## src/rtl/updown_counter_pkg.sv

```systemverilog
// rtl/updown_counter_pkg.sv - shared encodings and width limits for updown_counter
//
// Purpose: direction and boundary-mode encodings plus the legal WIDTH range,
// shared by the counter top level and its incrementer/decrementer.
// Ports: none (package).

package updown_counter_pkg;

  // Direction encodings for the up input.
  localparam logic DIR_UP = 1'b1;
  localparam logic DIR_DN = 1'b0;

  // Boundary-mode encodings for the sat input.
  localparam logic MODE_WRAP = 1'b0;
  localparam logic MODE_SAT  = 1'b1;

  // Legal range for the WIDTH parameter.
  localparam int WIDTH_MIN = 2;
  localparam int WIDTH_MAX = 32;

  function automatic bit width_ok(input int w);
    return (w >= WIDTH_MIN) && (w <= WIDTH_MAX);
  endfunction

endpackage

```

## src/rtl/updown_counter_addsub.sv

```systemverilog
// rtl/updown_counter_addsub.sv - combinational WIDTH-bit incrementer/decrementer
//
// Purpose: produces a+1 or a-1 modulo 2**WIDTH; any carry or borrow out of
// WIDTH bits is discarded because boundaries are decided by compares upstream.
// Ports:
//   a      input  WIDTH  operand (current count)
//   dir    input  1      DIR_UP = increment, DIR_DN = decrement
//   result output WIDTH  a +/- 1

module addsub_nbit
  import updown_counter_pkg::*;
#(
  parameter int WIDTH = 8
) (
  input  logic [WIDTH-1:0] a,
  input  logic             dir,
  output logic [WIDTH-1:0] result
);

  always_comb begin
    if (dir == DIR_UP) begin
      result = a + WIDTH'(1);
    end else begin
      result = a - WIDTH'(1);
    end
  end

endmodule

```

## src/rtl/updown_counter.sv

```systemverilog
// rtl/updown_counter.sv - parametrised up/down counter with runtime bound, load, wrap/saturate
//
// Purpose: general-purpose counting primitive. Counts between 0 and max_val
// inclusive, either wrapping or saturating at the bounds, with a one-cycle
// terminal-count pulse and a sticky boundary flag.
// Ports:
//   clk      input  1      rising-edge clock
//   rst      input  1      synchronous active-high reset, highest priority
//   en       input  1      count enable
//   up       input  1      1 = increment, 0 = decrement
//   sat      input  1      1 = saturate, 0 = wrap
//   load     input  1      parallel load strobe, beats en
//   load_val input  WIDTH  value to load (clamped to max_val)
//   max_val  input  WIDTH  inclusive upper bound, sampled every cycle
//   cnt      output WIDTH  registered count
//   tc       output 1      registered terminal-count pulse
//   ovf      output 1      registered sticky boundary flag
//   zero     output 1      combinational cnt == 0

module updown_counter
  import updown_counter_pkg::*;
#(
  parameter int WIDTH = 8
) (
  input  logic             clk,
  input  logic             rst,
  input  logic             en,
  input  logic             up,
  input  logic             sat,
  input  logic             load,
  input  logic [WIDTH-1:0] load_val,
  input  logic [WIDTH-1:0] max_val,
  output logic [WIDTH-1:0] cnt,
  output logic             tc,
  output logic             ovf,
  output logic             zero
);

  if (!width_ok(WIDTH)) begin : g_width_check
    $error("updown_counter: WIDTH out of range");
  end

  logic [WIDTH-1:0] cnt_q;
  logic             tc_q;
  logic             ovf_q;

  logic [WIDTH-1:0] step_val;
  logic             at_or_above_max;
  logic             above_max;
  logic             at_zero;

  logic [WIDTH-1:0] cnt_d;
  logic             tc_d;
  logic             ovf_d;

  addsub_nbit #(.WIDTH(WIDTH)) u_addsub (
    .a      (cnt_q),
    .dir    (up),
    .result (step_val)
  );

  assign at_or_above_max = (cnt_q >= max_val);
  assign above_max       = (cnt_q > max_val);
  assign at_zero         = (cnt_q == '0);

  // Counting next state; load and reset are layered on top in the register.
  // step_val is only selected where the compares guarantee no wrap-around.
  always_comb begin
    cnt_d = cnt_q;
    tc_d  = 1'b0;
    ovf_d = ovf_q;
    if (en) begin
      if (up == DIR_UP) begin
        if (!at_or_above_max) begin
          cnt_d = step_val;
        end else begin
          cnt_d = (sat == MODE_SAT) ? max_val : '0;
          tc_d  = 1'b1;
          ovf_d = 1'b1;
        end
      end else begin
        // A count left above a lowered bound is pulled back to the bound
        // without being treated as a boundary crossing.
        if (above_max) begin
          cnt_d = max_val;
        end else if (!at_zero) begin
          cnt_d = step_val;
        end else begin
          cnt_d = (sat == MODE_SAT) ? '0 : max_val;
          tc_d  = 1'b1;
          ovf_d = 1'b1;
        end
      end
    end
  end

  always_ff @(posedge clk) begin
    if (rst) begin
      cnt_q <= '0;
      tc_q  <= 1'b0;
      ovf_q <= 1'b0;
    end else if (load) begin
      cnt_q <= (load_val > max_val) ? max_val : load_val;
      tc_q  <= 1'b0;
      ovf_q <= 1'b0;
    end else begin
      cnt_q <= cnt_d;
      tc_q  <= tc_d;
      ovf_q <= ovf_d;
    end
  end

  assign cnt  = cnt_q;
  assign tc   = tc_q;
  assign ovf  = ovf_q;
  assign zero = (cnt_q == '0);

endmodule

```

## config.mk

```make
export PLATFORM = sky130hd
export DESIGN_NAME = updown_counter
export DESIGN_NICKNAME = d
export VERILOG_FILES = /design/src/rtl/updown_counter_pkg.sv /design/src/rtl/updown_counter_addsub.sv /design/src/rtl/updown_counter.sv
export SDC_FILE = /design/constraint.sdc
export NUM_CORES = 1
export LEC_CHECK = 0
export ABC_AREA = 1
export CAP_MARGIN = 20
export CORE_MARGIN = 3
export CORE_UTILIZATION = 55
export CTS_CLUSTER_DIAMETER = 50
export DETAILED_ROUTE_END_ITERATION = 12
export PLACE_DENSITY = 0.95
export REMOVE_ABC_BUFFERS = 1
export SLEW_MARGIN = 25
export SYNTH_ARGS = -nofsm -noshare
export SYNTH_HDL_FRONTEND = slang
export SYNTH_SLANG_ARGS = --single-unit
```

## constraint.sdc

```tcl
create_clock -name clk -period 5.3 [get_ports clk]
set_input_delay 0.53 -clock clk [delete_from_list [all_inputs] [get_ports clk]]
set_output_delay 0.53 -clock clk [all_outputs]
set_load 0.05 [all_outputs]
```

==> flow_summary.json <==
{
  "avgSynthCellArea_um2": 6.14,
  "cpLargestDelayFamily": "buffers and inverters",
  "final_nets": 322,
  "slowest_stage": "clkdlybuf4s50_1",
  "cap_violations": 0,
  "clock_tree.buffer_depth": 2,
  "clk_pin_slew_ns": 0.07,
  "stdcell_count": 306,
  "hold_viol_final": 0,
  "cts-root-buf": "clkbuf_4",
  "post_drt_wl_per_cell_um": 12.9,
  "grt.overflow.total": 0,
  "synthCells": 242,
  "tightest_slew_ns": 0.499,
  "grt_pass1_vias": 1582,
  "drv_slew": 0,
  "crit_top_cell": "nand2_1",
  "cts_sinks": 10,
  "routed_wl_mm": 3.96,
  "max_freq_ghz": 0.393,
  "via_count": 1672,
  "setup_tns_ns": 0,
  "end_kind": "flip-flop",
  "die-area_um2": 3360,
  "grt_max_degree": 11,
  "arrival_ns": 2.75,
  "grt_pass1_wl_mm": 6.85,
  "p_total_uw": 415,
  "die_x_um": 58.0,
  "syn-cell-area_um2": 1490,
  "required_ns": 5.50,
  "path_cells": "clkdlybuf4s50_1 -> inv_1 -> ha_1 -> a21o_1 -> a31oi_1 -> nand3_1 -> nand2_1 -> nand2_1 -> nand2_1 -> nand2_1 -> a21oi_1",
  "slowest_delay_ns": 0.63,
  "crit_type": "in -> reg",
  "track_usage_pct": 25.7,
  "coreArea_um2": 2520,
  "ys.flop_type": "dfxtp_1",
  "first_pass_iters": 4,
  "die_y_um": 58.0,
  "rsz0062_at_grt": "false",
  "synth-edff-count": 0,
  "met1_length_mm": 1.75,
  "io_pins": 33,
  "cts_tree": "done",
  "pre_cts_ws_ns": 2.52,
  "via_per_inst": 5.46,
  "finalCoreUtilization_pct": 74.1,
  "initial_utilization_pct": 58.9,
  "power_density_nw_per_um2": 222,
  "cts_resized": 0,
  "ff2ff_setup_slack_ns": 3.44,
  "antenna_found_initial": 0,
  "place_inst": 302,
  "ys_warn_count": 0,
  "cts-buffers-inserted": 3,
  "setup_viol": 0,
  "insertion_delay_ns": 0.27,
  "post-route-period-util_pct": 48.0,
  "max-vdd-ir-drop_mv": 0.215,
  "routed-wl-met3_um": 271,
  "status": "finished clean",
  "hp-class": "reg -> reg",
  "drtIter0Drc": 84,
  "drive_above_1_share_pct": 9.78,
  "critPathLaunchType": "input pin",
  "worstPathMaxFanout": 9,
  "dp_hpwl_mm": 3.18,
  "post-route-drc-count": 0,
  "clock-skew-final_ns": 0.00426,
  "wl_met2_mm": 1.90,
  "syn_to_final_growth_pct": 25.9,
  "antenna_left": 0,
  "p_leak_uw": 0.00101,
  "fillers": 201,
  "cts-hold-fix-buffers": 0,
  "highest_layer": "met4",
  "antennaDiodeCount": 0,
  "finalCriticalPeriod_ns": 2.55,
  "yosysSeqAreaShare_pct": 13.5,
  "cp_num_buf_inv": 2,
  "synthArstFlopShare_pct": 0,
  "portBuffers": 32,
  "synth-seq-cells": 10,
  "core.rowCount": 18,
  "gp_congestion": 0.873,
  "cts_htree_levels": 1,
  "post_cts_buffers": 0,
  "ys_types": 27,
  "setup_ws_ns": 2.75,
  "slew_headroom_pct": 66.6
}
==> cell type report <==
cell class	count	area [µm²]	area share (%)
well taps	30	37.5	2.01
multi-input cells	199	1160	62.0
inverters	31	116	6.22
flip-flops and latches	10	200	10.7
clock buffers	4	36.3	1.94
repair buffers	32	320	17.1
==> worst paths after layout <==
check,from,endpoint,cells past startpoint
min reg2reg,ovf$_SDFFE_PP0P_,ovf$_SDFFE_PP0P_,1
max reg2reg,cnt[1]$_SDFFE_PP0P_,cnt[7]$_SDFFE_PP0P_,15
min,ovf$_SDFFE_PP0P_,ovf$_SDFFE_PP0P_,1
max,up,cnt[7]$_SDFFE_PP0P_,11
==> cells in the mapped netlist, types with 5 or more instances <==
cell type  count  area [µm²]
nand3_1       16        80.1
ha_1          22         275
nand2_2        8        50.1
inv_1         28         105
a21oi_1       19        95.1
o21ai_0        5        25.0
dfxtp_1       10         200
nor2_1        34         128
nand2_1       68         255
==> kinds of logic after synthesis <==
| kind of cell | Yosys count | share of synthesized area (%) |
|---|---|---|
| adder cells (fa/ha/maj) | 23 | 19.9 |
| flip-flops | 10 | 13.5 |
| AO/OA/AOI/OAI | 32 | 12.7 |
| buffers and inverters | 33 | 8.51 |
| AND/OR/NAND/NOR | 139 | 42.5 |
| XOR/XNOR | 5 | 2.95 |
==> power by group <==
part	internal, µW	total, µW	switching, µW
registers	82.9	95.2	12.3
clock network	41.8	71.1	29.3
logic	95.4	249	153
total	220	415	195
==> per-layer routing <==
metal  vias up  global-route usage (%)
li1        853                       -
met1       741                    33.1
met2        72                    45.6
met3         6                    4.68
met4         0                    3.64
met5         -                       0
==> worst reg2reg max path, stage by stage (launching register included) <==
cell	delay (ns)
dfxtp_1	0.45
ha_1	0.30
nand2_1	0.08
nand2_1	0.05
nand2_1	0.05
nand2_1	0.08
nand2_2	0.09
nand2_1	0.06
nand2_2	0.10
nand2_2	0.07
nand2_2	0.08
nand2_4	0.09
nand2_1	0.09
nand2_1	0.05
nand2_1	0.05
a21oi_1	0.06
==> cell usage in the layout, fill, tap and decap left out, types with 3 or more instances in the layout <==
master and count:
a21oi_1 19, ha_1 22, nor2_1 34, inv_1 28, inv_2 3, nand2_1 68, clkbuf_4 3, nand2_2 8
nor2_2 3, xnor2_1 3, o21ai_0 5, clkdlybuf4s50_1 32, nand3_1 16, a21o_1 3, dfxtp_1 10
==> sequential cells by signal, summed over array words and instances (netlist names) <==
register,cells
tc,1
cnt,8
ovf,1
==> per-stage QoR <==
stage               hold slack [ns]  instance area, µm²
finish                        0.505                1870
global route                  0.525                1870
CTS                           0.512                1870
detailed placement            0.490                1830
global placement              0.478                1830
floorplan                     0.599                1480
Note: power is estimated with default switching activity, not from simulation.
